==> config.mk <==
export PLATFORM = sky130hd
export DESIGN_NAME = icache
export DESIGN_NICKNAME = d
export VERILOG_FILES = /design/src/rtl/icache_pkg.sv /design/src/rtl/icache.sv
export SDC_FILE = /design/constraint.sdc
export NUM_CORES = 1
export LEC_CHECK = 0
export BUFFER_PORTS_ARGS = -buffer_cell sky130_fd_sc_hd__buf_2
export CORE_AREA = 2 2 218 328
export CTS_BUF_LIST = sky130_fd_sc_hd__clkbuf_8
export CTS_CLUSTER_DIAMETER = 40
export DETAILED_ROUTE_END_ITERATION = 8
export DIE_AREA = 0 0 220 330
export PLACE_DENSITY = 0.71
export SLEW_MARGIN = 20
export SYNTH_ARGS = -nofsm -noshare
export SYNTH_HDL_FRONTEND = slang
export SYNTH_SLANG_ARGS = --single-unit
==> constraint.sdc <==
create_clock -name CLK -period 7.37 [get_ports CLK]
set_clock_uncertainty 0.1 [all_clocks]
set_input_delay 1.474 -clock CLK [delete_from_list [all_inputs] [get_ports CLK]]
set_output_delay 1.474 -clock CLK [all_outputs]
set_load 0.1 [all_outputs]
==> src/rtl/icache_pkg.sv <==
// Shared types for the direct-mapped instruction cache.
// Widths here describe the default 16-frame configuration.
package icache_pkg;

   localparam int unsigned IIDX_W = 4;
   localparam int unsigned ITAG_W = 32 - IIDX_W - 2;

   typedef struct packed {
      logic [ITAG_W-1:0] tag;
      logic [IIDX_W-1:0] idx;
      logic [1:0]        bytoff;
   } icachef_t;

   typedef struct packed {
      logic              valid;
      logic [ITAG_W-1:0] tag;
      logic [31:0]       data;
   } icache_frame_t;

   typedef enum logic {IDLE, MISS} icache_state_t;

endpackage

==> src/rtl/icache.sv <==
// Direct-mapped read-only instruction cache with single-word refills.
// Define ICACHE_STATS_EN to add saturating hit_cnt/miss_cnt outputs.
module icache
   import icache_pkg::*;
#(
   parameter int unsigned SETS   = 16,
   parameter int unsigned WORD_W = 32
) (
   input  logic              CLK,
   input  logic              nRST,
   input  logic              imemREN,
   input  logic [WORD_W-1:0] imemaddr,
   output logic              ihit,
   output logic [WORD_W-1:0] imemload,
   output logic              iREN,
   output logic [WORD_W-1:0] iaddr,
   input  logic              iwait,
   input  logic [WORD_W-1:0] iload
`ifdef ICACHE_STATS_EN
   ,
   output logic [31:0]       hit_cnt,
   output logic [31:0]       miss_cnt
`endif
);

   localparam int unsigned IDXW = $clog2(SETS);
   localparam int unsigned TAGW = WORD_W - IDXW - 2;

   logic [SETS-1:0]   valid_q;
   logic [TAGW-1:0]   tag_q  [SETS];
   logic [WORD_W-1:0] data_q [SETS];

   icache_state_t     state_q;
   logic [WORD_W-1:0] missaddr_q;

   logic [IDXW-1:0]   idx, miss_idx;
   logic [TAGW-1:0]   tag, miss_tag;
   logic              hit, fill, start_miss;
   logic              unused_boff;

   assign idx      = imemaddr[IDXW+1:2];
   assign tag      = imemaddr[WORD_W-1:IDXW+2];
   assign miss_idx = missaddr_q[IDXW+1:2];
   assign miss_tag = missaddr_q[WORD_W-1:IDXW+2];
   assign unused_boff = ^imemaddr[1:0];

   assign hit        = (state_q == IDLE) & imemREN & valid_q[idx] & (tag_q[idx] == tag);
   assign start_miss = (state_q == IDLE) & imemREN & ~hit;
   assign fill       = (state_q == MISS) & ~iwait;

   assign ihit     = hit;
   assign imemload = hit ? data_q[idx] : '0;
   assign iREN     = (state_q == MISS);
   // Low address bits are zeroed at latch time, so the register is the word address.
   assign iaddr    = (state_q == MISS) ? missaddr_q : '0;

   always_ff @(posedge CLK or negedge nRST) begin
      if (!nRST) begin
         state_q    <= IDLE;
         missaddr_q <= '0;
         valid_q    <= '0;
      end else begin
         case (state_q)
            IDLE: begin
               if (start_miss) begin
                  missaddr_q <= {imemaddr[WORD_W-1:2], 2'b00};
                  state_q    <= MISS;
               end
            end
            MISS: begin
               if (!iwait) begin
                  valid_q[miss_idx] <= 1'b1;
                  state_q           <= IDLE;
               end
            end
            default: state_q <= IDLE;
         endcase
      end
   end

   // Tag/data need no reset: valid_q alone qualifies them.
   always_ff @(posedge CLK) begin
      if (fill) begin
         tag_q[miss_idx]  <= miss_tag;
         data_q[miss_idx] <= iload;
      end
   end

`ifdef ICACHE_STATS_EN
   always_ff @(posedge CLK or negedge nRST) begin
      if (!nRST) begin
         hit_cnt  <= '0;
         miss_cnt <= '0;
      end else begin
         if (hit && hit_cnt != 32'hFFFF_FFFF) begin
            hit_cnt <= hit_cnt + 32'd1;
         end
         if (start_miss && miss_cnt != 32'hFFFF_FFFF) begin
            miss_cnt <= miss_cnt + 32'd1;
         end
      end
   end
`endif

endmodule

== Word level (Yosys, flattened, before mapping) ==
Memory sizes are Yosys's and may differ from the RTL's.
Index checks and enable logic that the tools add are counted.

* Bits in read-only memories: 0
* Memories: 2
* Output and inout bits: 66
* Latch bits: 0
* Logic and storage cells: 32
* Register bits: 47
* Memory bits (writable): 928

* Order comparisons: 3
* Add/sub/neg operators: 0
* Div/mod/pow operators: 0
* Shifts and indexed selects: 0
* Multipliers: 0
* Mux-type cells: 11
* Equality and inequality tests: 1
* Reductions and logical operators: 3
* Bitwise gates (word level): 9

{| class="wikitable"
|+ Memories
! memory !! words !! width !! rd ports !! clocked after Yosys merged registers in !! write ports !! RTL line !! RTL
|-
| data_q || 16 || 32 || 1 || 0 || 1 || icache.sv:31 || <nowiki>logic [WORD_W-1:0] data_q [SETS];</nowiki>
|-
| tag_q || 16 || 26 || 1 || 0 || 1 || icache.sv:30 || <nowiki>logic [TAGW-1:0] tag_q [SETS];</nowiki>
|}

{| class="wikitable"
|+ Operators with widths
! kind !! count
|-
| $mux 32 || 2
|-
| $eq 26x26->1 || 1
|-
| $or 16x16->16 || 1
|-
| $lt 4x5->1 const B || 2
|-
| $mux 1 || 6
|-
| $and 1x1->1 || 5
|-
| $bmux 1 s4 || 1
|-
| $demux 1 s4 || 1
|-
| $ge 4x1->1 const B || 1
|-
| $reduce_and 2->1 || 2
|-
| $not 1->1 || 3
|-
| $pmux 1 s2 || 1
|-
| $logic_and 1x1->1 || 1
|}

== Longest topological paths before layout ==
Gate-level depths: netlist of the first run.

* Depth in word-level cells: 8
* Mapped depth: 14

== Least setup slack after synthesis of the first run ==
OpenSTA, ideal clock, no wires.

* Kind: input-to-output
* Start point: input imemaddr[2]
* End point: output imemload[22]
* Path slack: 0.292 ns
* Data arrival time: 5.504 ns
* Data required time: 5.796 ns
* Cell stages on the path: 14
* Path through: buf_6 buf_6 buf_4 buf_4 buf_2 mux4_2 mux2i_1 nor2_1 a21oi_1 xor2_1 nand3_1 or4_4 clkbuf_1 nor2b_1

* Cells in the longest elaborated chain, start to end: 5
* Elaborated cells on any way between the ends: 8
* Those cells by class: eq/ne (1); mux (3); bitwise (2); memory (2)

{| class="wikitable"
|+ RTL lines
! item !! RTL line !! RTL
|-
| start: declaration || icache.sv:12 || <nowiki>input logic [WORD_W-1:0] imemaddr,</nowiki>
|-
| parallel branches: the longest is 4 deep, another holds $mem_v2 16x26 || - ||
|-
| $mux 32 (*) || icache.sv:52 || <nowiki>assign imemload = hit ? data_q[idx] : '0;</nowiki>
|-
| end: declaration || icache.sv:14 || <nowiki>output logic [WORD_W-1:0] imemload,</nowiki>
|}

Mark *: on every way between the ends. The select of a mux whose other input is x is not followed.

== Worst setup path in the final report of the first run ==
* Start point: input imemaddr[2]
* End point: output imemload[0]

The elaborated chain is that of the path after synthesis.

==> flow_metrics.env, run 1 <==
export IMPL_status="completed"
export IMPL_antenna_found_initial=7
export IMPL_worst_pin_slew_ns=1.08
export IMPL_portBuffers=129
export IMPL_cp_endpoint="imemload[0]"
export IMPL_final_period_utilization_pct=96.0
export IMPL_grt_pass1_wl_um=126000
export IMPL_cp_max_fo=46
export IMPL_start_kind="input pin"
export IMPL_ys_flop_type="edfxtp_1"
export IMPL_gp_congestion=0.761
export IMPL_wirelength_um=86300
export IMPL_core_um2=69700
export IMPL_h_tree_depth=4
export IMPL_synth_area_mux_share_pct=17.8
export IMPL_grt_pass1_vias=19200
export IMPL_cap_violations=0
export IMPL_dp_hpwl_um=46500
export IMPL_synth_enable_flop_cells=928
export IMPL_timing_critical_path_mode_cell="buf_4"
export IMPL_path_clk_slew_ns=0.06
export IMPL_worstReg2RegStart="iREN"
export IMPL_timing_rr_end="data_q[11][8]"
export IMPL_timing_fmax_mhz=141
export IMPL_vias_per_cell=6.18
export IMPL_grt_max_degree=67
export IMPL_clock_sinks=975
export IMPL_path_delay_family="simple AND/OR/NAND/NOR gates"
export IMPL_pin_count=134
export IMPL_critPathSlowestCell="or4_4"
export IMPL_cts_inserted_buffers=141
export IMPL_cp_required_ns=5.80
export IMPL_wl_per_cell_um=29.3
export IMPL_initial_core_util_pct=54.7
export IMPL_fp_dieH_um=330
export IMPL_synthSimpleGateAreaFrac_pct=2.66
export IMPL_row_count=119
export IMPL_cts_hold_buf=0
export IMPL_min_period_ns=7.07
export IMPL_crit_path_end_kind="output pin"
export IMPL_async_flop_share_pct=4.82
export IMPL_drtAntennaViolNets=0
export IMPL_postSynthAreaPerCell_um2=22.7
export IMPL_syn_to_final_growth_pct=13.1
export IMPL_syn_area_um2=38100
export IMPL_syn_instance_count=1677
export IMPL_die_area_um2=72600
export IMPL_arrival_ns=5.50
export IMPL_slew_violations=0
export IMPL_root_buffer="clkbuf_8"
export IMPL_hold_viol_final=0
export IMPL_cp_num_buf_inv=4
export IMPL_powerDensity_nw_per_um2=272
export IMPL_finalInstanceArea_um2=43100
export IMPL_p_leak_uw=0.0143
export IMPL_die_w_um=220
export IMPL_setup_worst_path_class="input pin to output pin"
export IMPL_drive_gt1_share_pct=33.5
export IMPL_overflow=0
export IMPL_synth_xor_xnor_area_share_pct=0.621
export IMPL_final_setup_tns_ns=0
export IMPL_route_detailed_drc=0
export IMPL_cts_tree="yes"
export IMPL_yosysUniqueCellTypes=59
export IMPL_vdd_drop_max_uv=146
export IMPL_critical_path_max_stage_delay_ns=0.81
export IMPL_startpoint="imemaddr[2]"
export IMPL_dpl_cell_area_um2=40400
export IMPL_firstDrtPassIters=5
export IMPL_synth_seq_cells=975
export IMPL_yosysWarnings=0
export IMPL_rsz0062_at_grt="no"
export IMPL_num_vias=18200
export IMPL_worstPathCellList="buf_8 > buf_4 > mux4_2 > mux2i_1 > xnor2_1 > nor4b_1 > o22ai_1 > or3_1 > or4_4 > nor2b_1 > buf_4 > buf_12"
export IMPL_post_cts_resized=0
export IMPL_worstSkewPairLatency_ns=0.80
export IMPL_synth_compound_area_share_pct=1.19
export IMPL_reg2reg_slack_ns=3.36
export IMPL_cts_max_path_buffers=3
export IMPL_total_power_uw=11700
export IMPL_finalSetupViolCount=0
export IMPL_drt_iter0_drc=1895
export IMPL_fin_nets=1986
export IMPL_synth_top_family_by_area="multiplexers"
export IMPL_reg2reg_depth=5
export IMPL_track_usage_pct=24.6
export IMPL_relSlewSlack_pct=27.8
export IMPL_hp_class="register to register"
export IMPL_synthAdderAreaFrac_pct=0
export IMPL_final_common_cell="edfxtp_1"
export IMPL_layout_common_cells="928 x edfxtp_1, 242 x mux4_2, 146 x clkbuf_8"
export IMPL_path_depth=12
export IMPL_yosysSeqAreaShare_pct=76.2
export IMPL_post_cts_buffers=0
==> cell type report <==
type / instances / area [um2]
Clock inverter: 111 / 637
Fill cell: 4784 / 26600
Inverter: 6 / 23.8
Clock buffer: 146 / 2010
Sequential cell: 975 / 29000
Multi-Input combinational cell: 611 / 8610
Antenna cell: 3 / 7.51
Timing Repair Buffer: 183 / 1610
Tap cell: 907 / 1130
==> Yosys cell counts, drive strengths merged (3+ instances only) <==
library cell  number  share of area (%)
edfxtp           928                 73
mux4             252                 15
mux2i             59                1.6
buf               56                1.0
dfrtp             47                3.1
nor2b             39               0.64
mux2              34                1.3
and2              30               0.49
clkbuf            29               0.31
nor2              26               0.26
or2               17               0.28
xnor2             17               0.39
a21oi             13               0.17
nand2             13               0.13
nor3              13               0.17
a22oi             10               0.20
xor2              10               0.23
a22o               8               0.18
o21ai              8               0.11
inv                6              0.059
o22ai              6              0.099
nand2b             5              0.082
nor4b              5               0.13
nand3b             4              0.079
or3                4              0.066
nand3              3              0.039
nand4              3              0.049
o31ai              3              0.095
==> per-stage QoR <==
step	instances	worst slack, ns	hold slack, ns	utilization, %
6_report	2942	0.296	0.371	61.8
5_1_grt	2941	0.0823	0.375	61.8
4_1_cts	2939	0.270	0.368	61.8
3_5_place_dp	2682	0.273	0.350	58.0
3_3_place_gp	2682	0.267	0.346	58.0
2_1_floorplan	1678	0.292	0.334	-
==> sequential cells by signal (all words and copies together), names as in the netlist <==
register    flops
data_q        512
iREN            1
missaddr_q     30
tag_q         416
valid_q        16
==> worst register-to-register path: stages, from the launching register on <==
cell      delay [ns]
dfrtp_1         0.86
buf_4           0.47
and2_1          0.24
nand3b_1        0.30
nor2_4          0.77
buf_4           0.82
==> routing by layer <==
layer	GRT usage [%]	wire length [um]	vias up
li1	-	-	7529
met1	32.3	32900	9727
met2	40.9	45000	742
met3	5.08	5670	169
met4	9.19	2630	10
met5	0	57	-
==> report_power, final <==
group	internal [uW]	total [uW]	switching [uW]
Clock	2030	4050	2020
Sequential	6410	6620	215
Combinational	380	1050	669
==> how the worst min path moves through the flow <==
stage | startpoint | to | slack (ns) | depth (start not counted)
3_5_place_dp | valid_q[2] | valid_q[2] | 0.35 | 1
5_1_grt | valid_q[7] | valid_q[7] | 0.38 | 1
2_1_floorplan | valid_q[11] | valid_q[11] | 0.33 | 1
3_3_place_gp | valid_q[15] | valid_q[15] | 0.35 | 1
4_1_cts | valid_q[6] | valid_q[6] | 0.37 | 1
6_report | valid_q[6] | valid_q[6] | 0.37 | 1
==> kinds of logic (layout without fill, tap and decap cells) <==
group / after synthesis / in the layout
DFF: 975 / 975
muxes: 345 / 345
and+or+nand+nor: 173 / 173
buffers and inverters: 92 / 446
AOI/OAI and AO/OA: 64 / 64
xor gates and xnor gates: 27 / 27
other: 1 / 5
Note: power is estimated with default switching activity, not from simulation.
==> inputs of run 2 (changes only) <==
--- a/config.mk
+++ b/config.mk
@@ -12,6 +12,7 @@
 export DETAILED_ROUTE_END_ITERATION = 8
 export DIE_AREA = 0 0 220 330
 export PLACE_DENSITY = 0.71
+export RECOVER_POWER = 50
 export SLEW_MARGIN = 20
 export SYNTH_ARGS = -nofsm -noshare
 export SYNTH_HDL_FRONTEND = slang
==> run 2 against run 1 <==
The run now ends with max-capacitance violations, max-slew violations left; combinational power about the same; critical path depth unchanged; routed wire length about the same; sequential power barely moved; non-clock buffer count unchanged; utilization decreased by 0.13 points; sequential cell count is the same; first-iteration DRC count fell by 4.6%; largest power group unchanged; critical path type unchanged; global-route usage is the same; via count down 0.19%.
==> flow_metrics.env, run 2 (same netlist as run 1, synthesis figures left out) <==
export IMPL_min_period_ns=7.08
export IMPL_largestRegisters="data_q x512, tag_q x416, missaddr_q x30"
export IMPL_core_um2=69700
export IMPL_placed_cells=2682
export IMPL_cp_max_fo=46
export IMPL_wirelength_um=86300
export IMPL_total_power_uw=11700
export IMPL_largest_register_ffs=512
export IMPL_start_kind="input pin"
export IMPL_layout_common_cells="928 x edfxtp_1, 242 x mux4_2, 146 x clkbuf_8"
export IMPL_relSlewSlack_pct=-117
export IMPL_worstReg2RegStart="iREN"
export IMPL_worstSkewPairLatency_ns=0.80
export IMPL_fin_cells=2941
export IMPL_hold_end="valid_q[6]"
export IMPL_path_clk_slew_ns=0.06
export IMPL_clock_sinks=975
export IMPL_antenna_found_initial=6
export IMPL_largest_register="data_q"
export IMPL_grt_pass1_wl_um=126000
export IMPL_timing_rr_end="data_q[4][6]"
export IMPL_row_count=119
export IMPL_violations="max-capacitance violations, max-slew violations"
export IMPL_fin_nets=1986
export IMPL_reg2reg_depth=4
export IMPL_hp_class="register to register"
export IMPL_hold_viol_final=0
export IMPL_grt_max_degree=67
export IMPL_cts_max_path_buffers=3
export IMPL_dp_hpwl_um=46500
export IMPL_vdd_drop_max_uv=146
export IMPL_fin_hold_ws_ns=0.371
export IMPL_setup_worst_path_class="input pin to output pin"
export IMPL_cap_violations=1
export IMPL_drtAntennaViolNets=0
export IMPL_slew_violations=48
export IMPL_cp_num_buf_inv=4
export IMPL_timing_fmax_mhz=141
export IMPL_min_from="valid_q[6]"
export IMPL_firstDrtPassIters=7
export IMPL_worst_pin_slew_ns=3.26
export IMPL_final_common_cell="edfxtp_1"
export IMPL_dpl_cell_area_um2=40400
export IMPL_vias_per_cell=6.17
export IMPL_cts_inserted_buffers=141
export IMPL_overflow=0
export IMPL_worstPathCellList="buf_8 > buf_4 > mux4_2 > mux2i_1 > xnor2_1 > nor4b_1 > o22ai_1 > or3_1 > or4_4 > nor2b_1 > buf_4 > buf_12"
export IMPL_num_vias=18100
export IMPL_finalInstanceArea_um2=43000
export IMPL_timing_critical_path_mode_cell="buf_4"
export IMPL_critPathSlowestCell="or4_4"
export IMPL_path_delay_family="simple AND/OR/NAND/NOR gates"
export IMPL_post_cts_buffers=0
export IMPL_p_leak_uw=0.0142
export IMPL_powerDensity_nw_per_um2=273
export IMPL_crit_path_end_kind="output pin"
export IMPL_track_usage_pct=24.6
export IMPL_wl_per_cell_um=29.3
export IMPL_h_tree_depth=4
export IMPL_root_buffer="clkbuf_8"
export IMPL_status="finished, violations left"
export IMPL_route_detailed_drc=0
export IMPL_min_path_cells=1
export IMPL_post_cts_resized=0
export IMPL_pin_count=134
export IMPL_portBuffers=129
export IMPL_die_w_um=220
export IMPL_rsz0062_at_grt="no"
export IMPL_reg2reg_slack_ns=2.24
export IMPL_initial_core_util_pct=54.7
export IMPL_finalSetupViolCount=0
export IMPL_gp_congestion=0.761
export IMPL_drive_gt1_share_pct=31.5
export IMPL_cts_tree="yes"
export IMPL_fp_dieH_um=330
export IMPL_cp_required_ns=5.80
export IMPL_die_area_um2=72600
export IMPL_final_period_utilization_pct=96.1
export IMPL_syn_to_final_growth_pct=12.9
export IMPL_final_setup_tns_ns=0
export IMPL_arrival_ns=5.51
export IMPL_cts_hold_buf=0
export IMPL_drt_iter0_drc=1808
export IMPL_critical_path_max_stage_delay_ns=0.81
export IMPL_grt_pass1_vias=19200
==> run 2: changes by cell type in the layout (fill, tap and decap cells not counted), moves of 3 or more <==
cell	before	now
clkbuf_1	0	35
buf_2	93	61
nor2_1	14	18
nor2_4	12	8
buf_4	50	47
==> run 2: area by class of cell <==
class	count	area, um2
flip-flops and latches	975	29000
fillers	4806	26700
multi-input cells	611	8580
clock buffers	146	2010
repair buffers	183	1560
well taps	907	1130
clock inverters	111	637
inverters	6	23.8
diodes	2	5.00
==> run 2: worst max-delay path by stage <==
stage                            from           end  slack [ns]  depth (start not counted)
after detailed placement  imemaddr[2]   imemload[0]        0.27                         12
final                     imemaddr[2]   imemload[0]        0.29                         12
after global routing      imemaddr[2]   imemload[0]        0.08                         12
after CTS                 imemaddr[2]   imemload[0]        0.27                         12
after floorplan           imemaddr[2]  imemload[22]        0.29                         14
after global placement    imemaddr[2]   imemload[0]        0.27                         12
==> run 2: stage by stage <==
step                utilization, %  setup WS, ns
floorplan                        -         0.292
CTS                           61.8         0.270
finish                        61.7         0.286
global placement              58.0         0.267
detailed placement            58.0         0.273
global route                  61.7        0.0823
==> run 2: power by group <==
part | internal (uW) | switching [uW]
registers | 6410 | 216
clock network | 2030 | 2020
logic | 376 | 665
==> run 2: per-layer routing <==
layer	GRT usage [%]	vias to the layer above	part of all wire, %
li1	-	7527	-
met1	32.3	9759	39
met2	40.9	682	52
met3	5.08	167	6.3
met4	9.19	8	3.1
met5	0	-	0.054
==> run 2: worst register-to-register path, cell delays in order (launching register included) <==
cell and delay [ns]:
dfrtp_1 0.86, clkbuf_1 1.07, nand3b_1 0.50, nor2_1 1.17, buf_4 0.92
==> inputs of run 3 (changes only) <==
--- a/config.mk
+++ b/config.mk
@@ -6,11 +6,11 @@
 export NUM_CORES = 1
 export LEC_CHECK = 0
 export BUFFER_PORTS_ARGS = -buffer_cell sky130_fd_sc_hd__buf_2
-export CORE_AREA = 2 2 218 328
+export CORE_AREA = 8 8 224 334
 export CTS_BUF_LIST = sky130_fd_sc_hd__clkbuf_8
 export CTS_CLUSTER_DIAMETER = 40
 export DETAILED_ROUTE_END_ITERATION = 8
-export DIE_AREA = 0 0 220 330
+export DIE_AREA = 0 0 232 342
 export PLACE_DENSITY = 0.71
 export RECOVER_POWER = 50
 export SLEW_MARGIN = 20
==> run 3 against run 2 <==
The flow still finishes with violations (max-capacitance violations, max-slew violations); power decreased by 1.1%; sequential cell count unchanged; routed wire length decreased by 0.22%; utilization about the same; sequential power about the same; critical path depth unchanged; hold slack got worse by 0.0019 ns; global-route usage decreased by 2.6 points; fmax increased by 0.28%; via count decreased by 0.54%; largest cell class unchanged; largest power group unchanged.
==> flow_metrics.env, run 3 (same netlist as run 1, synthesis figures left out) <==
export IMPL_core_um2=69700
export IMPL_start_kind="input pin"
export IMPL_reg2reg_depth=5
export IMPL_timing_fmax_mhz=142
export IMPL_hold_viol_final=0
export IMPL_h_tree_depth=4
export IMPL_wl_per_cell_um=29.4
export IMPL_fp_dieH_um=342
export IMPL_final_setup_tns_ns=0
export IMPL_vias_per_cell=6.16
export IMPL_finalSetupViolCount=0
export IMPL_multiInputGateArea_um2=8580
export IMPL_cts_hold_buf=0
export IMPL_crit_path_end_kind="output pin"
export IMPL_dp_slack_ns=0.285
export IMPL_track_usage_pct=22.0
export IMPL_worst_pin_slew_ns=3.49
export IMPL_vdd_drop_max_uv=169
export IMPL_setup_worst_path_class="input pin to output pin"
export IMPL_violations="max-capacitance violations, max-slew violations"
export IMPL_post_cts_resized=0
export IMPL_gp_congestion=0.791
export IMPL_die_area_um2=79300
export IMPL_drtAntennaViolNets=0
export IMPL_final_period_utilization_pct=95.9
export IMPL_num_fill_cells=4745
export IMPL_relSlewSlack_pct=-133
export IMPL_p_leak_uw=0.0142
export IMPL_drive_gt1_share_pct=31.5
export IMPL_cts_inserted_buffers=140
export IMPL_num_vias=18000
export IMPL_cap_violations=2
export IMPL_clock_sinks=975
export IMPL_final_common_cell="edfxtp_1"
export IMPL_largest_register="data_q"
export IMPL_overflow=0
export IMPL_min_path_cells=1
export IMPL_portBuffers=129
export IMPL_die_w_um=232
export IMPL_row_count=119
export IMPL_hp_class="register to register"
export IMPL_route_detailed_drc=0
export IMPL_cts_tree="yes"
export IMPL_grt_pass1_wl_um=127000
export IMPL_min_period_ns=7.06
export IMPL_pin_count=134
export IMPL_status="finished, violations left"
export IMPL_placed_cells=2683
export IMPL_post_cts_buffers=0
export IMPL_layout_common_cells="928 x edfxtp_1, 242 x mux4_2, 156 x clkbuf_8"
export IMPL_antenna_found_initial=7
export IMPL_powerDensity_nw_per_um2=270
export IMPL_largest_register_ffs=512
export IMPL_worstSkewPairLatency_ns=0.74
export IMPL_wirelength_um=86100
export IMPL_arrival_ns=5.49
export IMPL_slew_violations=82
export IMPL_dp_hpwl_um=47000
export IMPL_grt_max_degree=75
export IMPL_final_core_util_pct=61.7
export IMPL_firstDrtPassIters=5
export IMPL_fin_cells=2928
export IMPL_cp_max_fo=33
export IMPL_rsz0062_at_grt="no"
export IMPL_seq_area_um2=29000
export IMPL_cts_max_path_buffers=3
export IMPL_largestRegisters="data_q x512, tag_q x416, missaddr_q x30"
export IMPL_fin_ws_ns=0.306
export IMPL_path_clk_slew_ns=0.06
export IMPL_drt_iter0_drc=1742
export IMPL_fin_nets=1986
export IMPL_grt_pass1_vias=19400
export IMPL_syn_to_final_growth_pct=12.8
export IMPL_initial_core_util_pct=54.7
export IMPL_root_buffer="clkbuf_8"
export IMPL_cp_required_ns=5.80
[run 3: cell count changes in the layout (fill, tap and decap cells not counted), sizes merged]
cell,delta
buf,+2
bufinv,-4
clkbuf,+9
clkinv,-11
clkinvlp,-2
diode,+2
inv,-9
[run 3: worst paths after layout]
kind / start / to / slack, ns
max: imemaddr[2] / imemload[1] / 0.31
min: valid_q[3] / valid_q[3] / 0.37
max reg2reg: iREN / tag_q[8][15] / 2.29
min reg2reg: valid_q[3] / valid_q[3] / 0.37
max in group asynchronous: nRST / missaddr_q[9] / 3.28
min in group asynchronous: nRST / missaddr_q[2] / 1.93
[run 3: where the power goes]
part	switching, uW	total (uW)	internal [uW]
clock network	1950	3930	1980
logic	669	1050	379
registers	205	6610	6410
[run 3: layer usage]
metal,wire length (um),track usage (%),up-vias
li1,-,-,7524
met1,32700,28.0,9587
met2,44400,36.9,756
met3,6030,4.58,174
met4,2940,8.46,4
met5,23,0,-
[run 3: stage by stage]
| stage | power [uW] | instance area [um2] | hold slack, ns |
|---|---|---|---|
| 6_report | 11600 | 43000 | 0.369 |
| 4_1_cts | 11700 | 43000 | 0.369 |
| 5_1_grt | 12000 | 43000 | 0.384 |
| 2_1_floorplan | 7420 | 38100 | 0.334 |
| 3_5_place_dp | 7800 | 40500 | 0.354 |
| 3_3_place_gp | 7750 | 40500 | 0.346 |
[run 3: critical path, stage by stage]
cell	delay [ns]
buf_8	0.24
buf_4	0.44
mux4_2	0.56
nor2b_1	0.29
nor3_1	0.11
nor4b_1	0.57
o21a_1	0.28
nand3_1	0.10
or4_4	0.73
nor2b_1	0.33
buf_4	0.18
buf_12	0.16
[run 3: layout make-up]
cell class | count | area share (%)
Multi-Input combinational cell | 611 | 20.0
Timing Repair Buffer | 184 | 3.77
Clock inverter | 85 | 0.967
Sequential cell | 975 | 67.6
Antenna cell | 4 | 0.0233
Tap cell | 907 | 2.64
Clock buffer | 156 | 5.00
Inverter | 6 | 0.0553
